--- config.mk ---
export PLATFORM = sky130hd
export DESIGN_NAME = pet_prg_loader
export DESIGN_NICKNAME = d
export VERILOG_FILES = /design/src/rtl/pet_pkg.sv /design/src/rtl/pet_prg_loader.sv
export SDC_FILE = /design/constraint.sdc
export NUM_CORES = 1
export LEC_CHECK = 0
export CORE_MARGIN = 2
export CORE_UTILIZATION = 50
export CTS_CLUSTER_DIAMETER = 150
export DETAILED_ROUTE_END_ITERATION = 10
export PLACE_DENSITY = 0.71
export RECOVER_POWER = 25
export SYNTH_ARGS = -nofsm -noshare
export SYNTH_HDL_FRONTEND = slang
export SYNTH_SLANG_ARGS = --single-unit
--- constraint.sdc ---
create_clock -name clk -period 4.9 [get_ports clk]
set_input_delay 0.735 -clock clk [delete_from_list [all_inputs] [get_ports clk]]
set_output_delay 0.735 -clock clk [all_outputs]
set_load 0.05 [all_outputs]
--- src/rtl/pet_pkg.sv ---
// pet_pkg: shared types and constants for the PET PRG loader.
// Holds the loader FSM state enum and RAM / BASIC 4 pointer defaults.
package pet_pkg;

  typedef enum logic [2:0] {
    S_IDLE,
    S_HOLD,
    S_HDR_LO,
    S_HDR_HI,
    S_DATA,
    S_DRAIN,
    S_PTRS,
    S_RELEASE
  } loader_state_t;

  localparam logic [15:0] PET_RAM_TOP     = 16'h7FFF;
  localparam logic [7:0]  PET_VARTAB      = 8'h2A;
  localparam logic [15:0] PET_BASIC_START = 16'h0401;

endpackage

--- src/rtl/pet_prg_loader.sv ---
// pet_prg_loader: stalls the CPU, streams a .PRG into RAM over DMA,
// patches VARTAB/ARYTAB/STREND for BASIC loads; all outputs registered.
module pet_prg_loader
  import pet_pkg::*;
#(
  parameter logic [15:0] BASIC_START = PET_BASIC_START,
  parameter logic [7:0]  PTR_BASE    = PET_VARTAB
) (
  input  logic        clk,
  input  logic        reset_n,
  input  logic        start,
  input  logic        in_valid,
  input  logic [7:0]  in_data,
  input  logic        in_last,
  output logic        in_ready,
  input  logic        hold_ack,
  output logic        cpu_hold,
  output logic [15:0] dma_addr,
  output logic [7:0]  dma_din,
  output logic        dma_we,
  output logic        busy,
  output logic        done,
  output logic        error
);

  loader_state_t state_q, state_d;
  logic [15:0] load_q, load_d;
  logic [15:0] ptr_q, ptr_d;
  logic [2:0]  cnt_q, cnt_d;
  logic        in_ready_q, in_ready_d;
  logic        cpu_hold_q, cpu_hold_d;
  logic        dma_we_q, dma_we_d;
  logic [15:0] dma_addr_q, dma_addr_d;
  logic [7:0]  dma_din_q, dma_din_d;
  logic        busy_q, busy_d;
  logic        done_q, done_d;
  logic        error_q, error_d;

  logic        xfer;
  logic [15:0] hdr_load;
  logic [7:0]  ptr_off;

  assign xfer     = in_valid && in_ready_q;
  assign hdr_load = {in_data, load_q[7:0]};
  assign ptr_off  = PTR_BASE + {5'd0, cnt_q};

  always_comb begin
    state_d    = state_q;
    load_d     = load_q;
    ptr_d      = ptr_q;
    cnt_d      = cnt_q;
    cpu_hold_d = cpu_hold_q;
    dma_we_d   = 1'b0;
    dma_addr_d = dma_addr_q;
    dma_din_d  = dma_din_q;
    busy_d     = busy_q;
    done_d     = 1'b0;
    error_d    = error_q;

    unique case (state_q)
      S_IDLE: begin
        if (start) begin
          error_d    = 1'b0;
          busy_d     = 1'b1;
          cpu_hold_d = 1'b1;
          cnt_d      = 3'd0;
          state_d    = S_HOLD;
        end
      end
      S_HOLD: begin
        if (hold_ack) state_d = S_HDR_LO;
      end
      S_HDR_LO: begin
        if (xfer) begin
          load_d[7:0] = in_data;
          if (in_last) begin
            error_d = 1'b1;
            state_d = S_RELEASE;
          end else begin
            state_d = S_HDR_HI;
          end
        end
      end
      S_HDR_HI: begin
        if (xfer) begin
          load_d = hdr_load;
          ptr_d  = hdr_load;
          if (hdr_load[15]) begin
            error_d = 1'b1;
            state_d = in_last ? S_RELEASE : S_DRAIN;
          end else if (in_last) begin
            state_d = S_PTRS;
          end else begin
            state_d = S_DATA;
          end
        end
      end
      S_DATA: begin
        // ptr never has bit 15 set here: reaching 7FFF with
        // more bytes pending diverts to DRAIN before 8000.
        if (xfer) begin
          dma_we_d   = 1'b1;
          dma_addr_d = ptr_q;
          dma_din_d  = in_data;
          ptr_d      = ptr_q + 16'd1;
          if (in_last) begin
            state_d = S_PTRS;
          end else if (ptr_q == PET_RAM_TOP) begin
            error_d = 1'b1;
            state_d = S_DRAIN;
          end
        end
      end
      S_DRAIN: begin
        if (xfer && in_last) state_d = S_RELEASE;
      end
      S_PTRS: begin
        if (load_q != BASIC_START || error_q) begin
          state_d = S_RELEASE;
        end else begin
          // even count -> low byte, odd -> high byte
          dma_we_d   = 1'b1;
          dma_addr_d = {8'h00, ptr_off};
          dma_din_d  = cnt_q[0] ? ptr_q[15:8] : ptr_q[7:0];
          if (cnt_q == 3'd5) begin
            cnt_d   = 3'd0;
            state_d = S_RELEASE;
          end else begin
            cnt_d = cnt_q + 3'd1;
          end
        end
      end
      S_RELEASE: begin
        cpu_hold_d = 1'b0;
        busy_d     = 1'b0;
        done_d     = 1'b1;
        state_d    = S_IDLE;
      end
    endcase

    in_ready_d = (state_d == S_HDR_LO) || (state_d == S_HDR_HI) ||
                 (state_d == S_DATA)   || (state_d == S_DRAIN);
  end

  always_ff @(posedge clk or negedge reset_n) begin
    if (!reset_n) begin
      state_q    <= S_IDLE;
      load_q     <= 16'h0000;
      ptr_q      <= 16'h0000;
      cnt_q      <= 3'd0;
      in_ready_q <= 1'b0;
      cpu_hold_q <= 1'b0;
      dma_we_q   <= 1'b0;
      dma_addr_q <= 16'h0000;
      dma_din_q  <= 8'h00;
      busy_q     <= 1'b0;
      done_q     <= 1'b0;
      error_q    <= 1'b0;
    end else begin
      state_q    <= state_d;
      load_q     <= load_d;
      ptr_q      <= ptr_d;
      cnt_q      <= cnt_d;
      in_ready_q <= in_ready_d;
      cpu_hold_q <= cpu_hold_d;
      dma_we_q   <= dma_we_d;
      dma_addr_q <= dma_addr_d;
      dma_din_q  <= dma_din_d;
      busy_q     <= busy_d;
      done_q     <= done_d;
      error_q    <= error_d;
    end
  end

  assign in_ready = in_ready_q;
  assign cpu_hold = cpu_hold_q;
  assign dma_we   = dma_we_q;
  assign dma_addr = dma_addr_q;
  assign dma_din  = dma_din_q;
  assign busy     = busy_q;
  assign done     = done_q;
  assign error    = error_q;

endmodule

==> results of run 1 <==
==> cell usage after synthesis, types with 2 or more instances <==
| cell | instances | area, um2 |
|---|---|---|
| dfrtp_1 | 67 | 1680 |
| nand2_1 | 60 | 225 |
| nor2_1 | 21 | 78.8 |
| a21oi_1 | 19 | 95.1 |
| mux2i_1 | 17 | 170 |
| o21ai_0 | 13 | 65.1 |
| nand3_1 | 12 | 60.1 |
| a21o_1 | 9 | 67.6 |
| a22o_1 | 9 | 78.8 |
| buf_2 | 9 | 45.0 |
| a211oi_1 | 8 | 60.1 |
| mux2_2 | 8 | 90.1 |
| o21ai_1 | 7 | 35.0 |
| clkbuf_1 | 6 | 22.5 |
| buf_4 | 5 | 37.5 |
| inv_1 | 5 | 18.8 |
| and3_1 | 4 | 25.0 |
| nand4_1 | 4 | 25.0 |
| o22ai_1 | 4 | 25.0 |
| a22oi_1 | 3 | 22.5 |
| a32oi_1 | 3 | 26.3 |
| buf_6 | 3 | 33.8 |
| o211ai_1 | 3 | 22.5 |
| a31oi_1 | 2 | 12.5 |
| and4_1 | 2 | 17.5 |
| ha_1 | 2 | 25.0 |
| nand3b_1 | 2 | 15.0 |
| nor2_4 | 2 | 22.5 |
| nor3b_1 | 2 | 15.0 |
| o22a_1 | 2 | 17.5 |
==> final cells by class <==
class / count / area, um2 / area share (%)
Sequential cell: 67 / 1680 / 41.8
Clock buffer: 11 / 151 / 3.77
Multi-Input combinational cell: 242 / 1540 / 38.4
Tap cell: 77 / 96.3 / 2.40
Inverter: 6 / 22.5 / 0.561
Clock inverter: 5 / 85.1 / 2.12
Timing Repair Buffer: 45 / 440 / 11.0
==> layer usage <==
metal  GRT usage (%)  part of all wire, %  up-vias
met5               0                    0        -
met4            8.80                  1.4        0
met3            6.26                  5.8       11
met2            36.5                   46       99
met1            33.6                   47     1299
li1                -                    -     1288
==> logic make-up after synthesis <==
logic type | after synthesis | synth area share, %
and+or+nand+nor | 124 | 18.5
AOI/OAI and AO/OA | 89 | 17.9
DFF | 67 | 49.7
buffers and inverters | 29 | 4.78
muxes | 26 | 8.15
adders and majority gates | 2 | 0.741
xor gates and xnor gates | 1 | 0.259
==> power breakdown <==
group          switching [mW]  internal, mW
logic                   0.795         0.496
registers               0.304         0.801
clock network           0.224         0.316
==> registers in the layout, summed over array words and instances (netlist names) <==
signal,count
in_ready,1
dma_we,1
dma_addr,16
state_q,3
cnt_q,3
load_q,16
busy,1
ptr_q,16
error,1
done,1
dma_din,8
==> worst max-delay path by stage <==
stage / start / to / slack, ns
finish: in_valid / ptr_q[14] / 2.28
global route: in_valid / ptr_q[14] / 2.11
CTS: in_valid / ptr_q[14] / 2.32
detailed placement: in_valid / ptr_q[14] / 1.94
global placement: in_valid / ptr_q[14] / 1.97
floorplan: in_valid / load_q[0] / 3.13
==> worst reg2reg max path: cells and delay by family (launching register included) <==
family	cells	cell delay, ns
AOI/OAI and AO/OA	3	1.09
and+or+nand+nor	2	0.64
DFF	1	0.69
==> summary.md, run 1 <==
| Metric | Value |
|---|---|
| Status | finished, final reports clean |
| Height of the die | 86.2 um |
| Worst hold path cell count | 1 |
| RSZ-0062 raised after global routing | false |
| WHS Endpoint | dma_din[3] |
| Total routed wirelength | 8.17 mm |
| HPWL after DPL | 5.64 mm |
| Critical path data arrival time | 2.88 ns |
| Min Tclk post-route | 2.62 ns |
| Initial DRC count | 234 |
| Layout cells sized above 1 | 11.2% |
| Setup TNS | 0 ns |
| Clock Root Buffer | clkbuf_8 |
| Final worst setup slack | 2.28 ns |
| Fin Clk Skew | 0.0102 ns |
| Hold wc startpoint | dma_din[3] |
| Global Route Usage Sum | 24.1% |
| R2R Path End | dma_din[2] |
| Cell count after synthesis | 338 |
| CP top delay family | simple AND/OR/NAND/NOR gates |
| Max-slew headroom | 37.9% |
| Post-synth cell types | 55 |
| CP max FO | 16 |
| Most frequent cells in the layout | dfrtp_1, nand2_1, clkdlybuf4s50_1 |
| WS Path Type | in2reg |
| Fillers | 546 |
| Post-synth EDFFs | 0 |
| Max Fclk | 0.381 GHz |
| Ys Warns | 0 |
| Largest net degree at the start of global routing | 68 |
| Period utilization | 53.6% |
| Max Buffers Root-to-Sink | 2 |
| Worst setup EP type | flip-flop |
| TritonCTS clock tree | built |
| Antenna cells | 0 |
| Worst ir drop on vdd | 0.393 mV |
| DP Area | 3780 um2 |
| Htree depth | 3 |
| Hold Crit Class | reg2reg |
| Boundary Pins | 44 |
| GRT overflow | 0 |
| Worst hold slack | 0.475 ns |
| Vias in the first global route | 2599 |
| Final Wtd Congestion | 0.871 |
| Antenna viol nets, final | 0 |
| CTS resizes | 0 |
| Asr flop ratio synth | 100% |
| Critical Path Slowest Stage Cell | nand3_1 |
| Initial Util | 52.6% |
| Worst-path cell chain | clkdlybuf4s50_1 > and2_0 > nand3_1 > o221a_2 |
| Worst setup SP type | input pin |
| Pleak | 1.81 nW |
| Commonest non-fill, non-tap cell in the layout | dfrtp_1 |
| CTS clk-pin slew, worst paths | 0.08 ns |
| Worst-skew pair later-pin latency | 0.36 ns |
| Hold_buf cts | 0 |
| Synthesized area per cell | 9.99 um2 |
| Reg2reg start | state_q[0] |
| Antenna violations before repair | 0 |
| Clock sinks | 67 |
| Slew Limit Fails | 0 |
| # Post-CTS Setup Buffers | 0 |
| Final core occ | 62.5% |
| Routed vias | 2697 |
| Detailed-route DRC error count | 0 |
| Post-route cell area | 4020 um2 |
| Total of max-cap violations | 0 |
| DRT Pass-1 Iters | 5 |
| Die W | 86.2 um |
| Measured slew at the worst slew-check pin | 0.929 ns |
| Worst EP required | 5.15 ns |
| CP Buf/Inv Count | 1 |
| Fin cells | 453 |
| CTS buffer count | 9 |
| Worst reg-to-reg path cell count | 5 |
| First-pass GRT wire length | 13.5 mm |
| Ys flop type | dfrtp_1 |
| Layout net count | 387 |
| Vias/cell | 5.95 |
| Routed wire per std cell | 18.0 um |
| Syn Std Cell Area | 3380 um2 |
| Post-synth net total | 354 |
| Final Hold Viols | 0 |
| IO Port Bufs | 43 |
| Part of the Yosys area used for sequential elements | 49.7% |
| Cell area power density | 731 nW/um2 |
| Core area | 6420 um2 |
| Setup slack, reg-to-reg | 2.37 ns |
| Crit path depth | 4 |
| Num rows | 29 |
| Area growth from synthesis to final layout | 18.9% |
| Total power draw | 2.94 mW |
| Post-Place Setup Slack | 1.94 ns |
| Number of synthesized register bits | 67 |
| Worst stage delay on the critical path | 0.61 ns |
| Final setup fails | 0 |
| Placed Cells | 437 |
| DIE AREA | 7420 um2 |
(Power assumes the default switching activity.)
==> run 2: changes to the inputs <==
==> constraint.sdc (replaced) <==
create_clock -name clk -period 2.7 [get_ports clk]
set_input_delay 0.405 -clock clk [delete_from_list [all_inputs] [get_ports clk]]
set_output_delay 0.405 -clock clk [all_outputs]
set_load 0.05 [all_outputs]
==> run 2 against run 1 <==
Effect of this change: the flow now finishes with violations (max-capacitance violations, max-slew violations); combinational power grew 93%; non-clock buffer count grew 7; power grew 77%; clock skew shrank 0.0036 ns; utilization grew 0.14 points; flip-flop and latch count is the same; clock power grew 49%; worst hold slack gained 0.00067 ns; wire length grew 0.37%; via count grew 0.44%; largest power group unchanged.
==> summary.md, run 2 (same netlist as run 1, synthesis figures left out) <==
| Metric | Value |
|---|---|
| Worst hold slack | 0.476 ns (+0.000670 ns) |
| Initial Util | 52.6% (unchanged) |
| Largest net degree at the start of global routing | 37 (-46%) |
| Final setup fails | 0 (unchanged) |
| DIE AREA | 7420 um2 (unchanged) |
| WS Path Type | reg2reg |
| Vias/cell | 5.91 (-0.65%) |
| Critical path data arrival time | 2.36 ns (-0.52 ns) |
| GRT overflow | 0 (unchanged) |
| Clock power share | 15.4% (-3.0 points) |
| Sequential cell area | 1680 um2 (unchanged) |
| DRT Pass-1 Iters | 4 (-1) |
| Worst ir drop on vdd | 0.666 mV (+69%) |
| Post-route cell area | 4020 um2 (+0.22%) |
| Height of the die | 86.2 um (unchanged) |
| CP top delay family | simple AND/OR/NAND/NOR gates |
| CTS resizes | 0 (unchanged) |
| Placed Cells | 444 (+1.6%) |
| Worst reg-to-reg path cell count | 5 (unchanged) |
| Routed wire per std cell | 17.9 um (-0.73%) |
| Max-slew headroom | -24.3% (-62 points) |
| Die W | 86.2 um (unchanged) |
| Hold wc startpoint | dma_din[2] |
| Most frequent cells in the layout | dfrtp_1, nand2_1, clkdlybuf4s50_1 |
| Max Fclk | 0.482 GHz |
| Final Wtd Congestion | 0.914 (+4.9%) |
| Worst-path cell chain | or3b_1 > nor2_4 > a21oi_4 > a211oi_1 > a21o_1 |
| Worst stage delay on the critical path | 0.60 ns (about the same) |
| Pleak | 1.82 nW (+0.74%) |
| First-pass GRT wire length | 13.4 mm (-0.26%) |
| Layout net count | 394 (+1.8%) |
| Commonest non-fill, non-tap cell in the layout | dfrtp_1 |
| Switching Share | 45.3% (+0.27 points) |
| Layout cells sized above 1 | 11.8% (+0.64 points) |
| Worst EP required | 2.98 ns (-2.17 ns) |
| WHS Endpoint | dma_din[2] |
| Routed vias | 2709 (+0.44%) |
| DP Area | 3840 um2 (+1.7%) |
| CTS buffer count | 9 (unchanged) |
| RSZ-0062 raised after global routing | false |
| Total routed wirelength | 8.20 mm (+0.37%) |
| Final Hold Viols | 0 (unchanged) |
| Antenna violations before repair | 0 (unchanged) |
| Area growth from synthesis to final layout | 19.2% |
| Area of the multi-input gates | 1540 um2 (unchanged) |
| Max Buffers Root-to-Sink | 2 (unchanged) |
| Setup slack, reg-to-reg | 0.62 ns (-1.75 ns) |
| TritonCTS clock tree | built |
| Fin cells | 458 (+1.1%) |
| Antenna viol nets, final | 0 (unchanged) |
| Initial DRC count | 213 (-9.0%) |
| Critical Path Slowest Stage Cell | or3b_1 |
| CP max FO | 27 (+11) |
| Hold_buf cts | 0 (unchanged) |
| Hold Crit Class | reg2reg |
| Detailed-route DRC error count | 0 (unchanged) |
| Cell area power density | 1290 nW/um2 (+77%) |
| Clock Root Buffer | clkbuf_8 |
| Worst hold path cell count | 1 (unchanged) |
| CP Launch Point | state_q[0] |
| Min Tclk post-route | 2.08 ns |
| Violated checks | max-capacitance violations, max-slew violations |
| Boundary Pins | 44 (unchanged) |
| CP Buf/Inv Count | 0 (-1) |
| Worst setup EP type | flip-flop |
| Worst-skew pair later-pin latency | 0.34 ns (-0.02 ns) |
| HPWL after DPL | 5.80 mm (+2.9%) |
| Slew Limit Fails | 32 (+32) |
| Final core occ | 62.7% (+0.14 points) |
| Htree depth | 3 (unchanged) |
| Vias in the first global route | 2544 (-2.1%) |
| Measured slew at the worst slew-check pin | 1.86 ns (+0.936 ns) |
| Num rows | 29 (unchanged) |
| Period utilization | 76.9% |
| Status | finished, violations left |
| CTS clk-pin slew, worst paths | 0.07 ns (about the same) |
| # Post-CTS Setup Buffers | 0 (unchanged) |
| Global Route Usage Sum | 24.1% (-0.039 points) |
| Clock sinks | 67 (unchanged) |
| Fillers | 572 (+4.8%) |
| Fin Clk Skew | 0.00653 ns (-0.00362 ns) |
| IO Port Bufs | 43 (unchanged) |
| Antenna cells | 0 (unchanged) |
| R2R Path End | dma_din[1] |
| Setup TNS | 0 ns (unchanged) |
| NetSw | 2.36 mW (+78%) |
| Worst setup SP type | flip-flop |
| Int Power | 2.84 mW (+76%) |
| Logic pwr share | 47.8% (+3.8 points) |
| Sequential Power Share | 36.7% (-0.9 points) |
| Total of max-cap violations | 1 (+1) |
| Reg2reg start | state_q[0] |
| Core area | 6420 um2 (unchanged) |
run 2: cell count changes in the layout (fill, tap and decap cells not counted):
cell        change
buf_12          +1
buf_2           -1
buf_4           +6
bufinv_16       -1
clkbuf_1        +2
clkbuf_8        -1
clkinv_2        +2
clkinv_4        -2
clkinvlp_4      -1
run 2: how the worst max path moves through the flow:
| stage | slack [ns] | cells after the start | end |
|---|---|---|---|
| after detailed placement | 0.46 | 7 | dma_addr[2] |
| after floorplan | 0.96 | 4 | load_q[0] |
| final | 0.62 | 5 | dma_din[1] |
| after global placement | 0.50 | 6 | dma_din[7] |
| after CTS | 0.62 | 6 | dma_addr[0] |
| after global routing | 0.44 | 6 | dma_addr[2] |
run 2: layout make-up:
| cell class | count | share of cell area, % |
|---|---|---|
| Clock inverter | 3 | 0.995 |
| Timing Repair Buffer | 52 | 12.5 |
| Inverter | 6 | 0.560 |
| Clock buffer | 11 | 3.51 |
| Sequential cell | 67 | 41.7 |
| Tap cell | 77 | 2.39 |
| Multi-Input combinational cell | 242 | 38.3 |
run 2: per-stage QoR:
| step | setup WS (ns) | power (mW) |
|---|---|---|
| final | 0.623 | 5.20 |
| after global routing | 0.443 | 5.53 |
| after CTS | 0.615 | 5.22 |
| after detailed placement | 0.455 | 4.40 |
| after global placement | 0.501 | 4.38 |
| after floorplan | 0.965 | 3.63 |
run 2: routing by layer:
metal / vias to the layer above / track usage (%) / wire length [um]
li1: 1297 / - / -
met1: 1319 / 35.2 / 3990
met2: 81 / 35.3 / 3670
met3: 12 / 5.49 / 421
met4: 0 / 8.37 / 122
met5: - / 0 / 0
run 2: power by group through the flow:
stage               Sequential, mW  Clock, mW  Combinational [mW]
finish                        1.91      0.803                2.49
global route                  1.98      0.863                2.69
CTS                           1.91      0.812                2.49
detailed placement            1.93          0                2.48
global placement              1.92          0                2.46
floorplan                     2.40          0                1.23
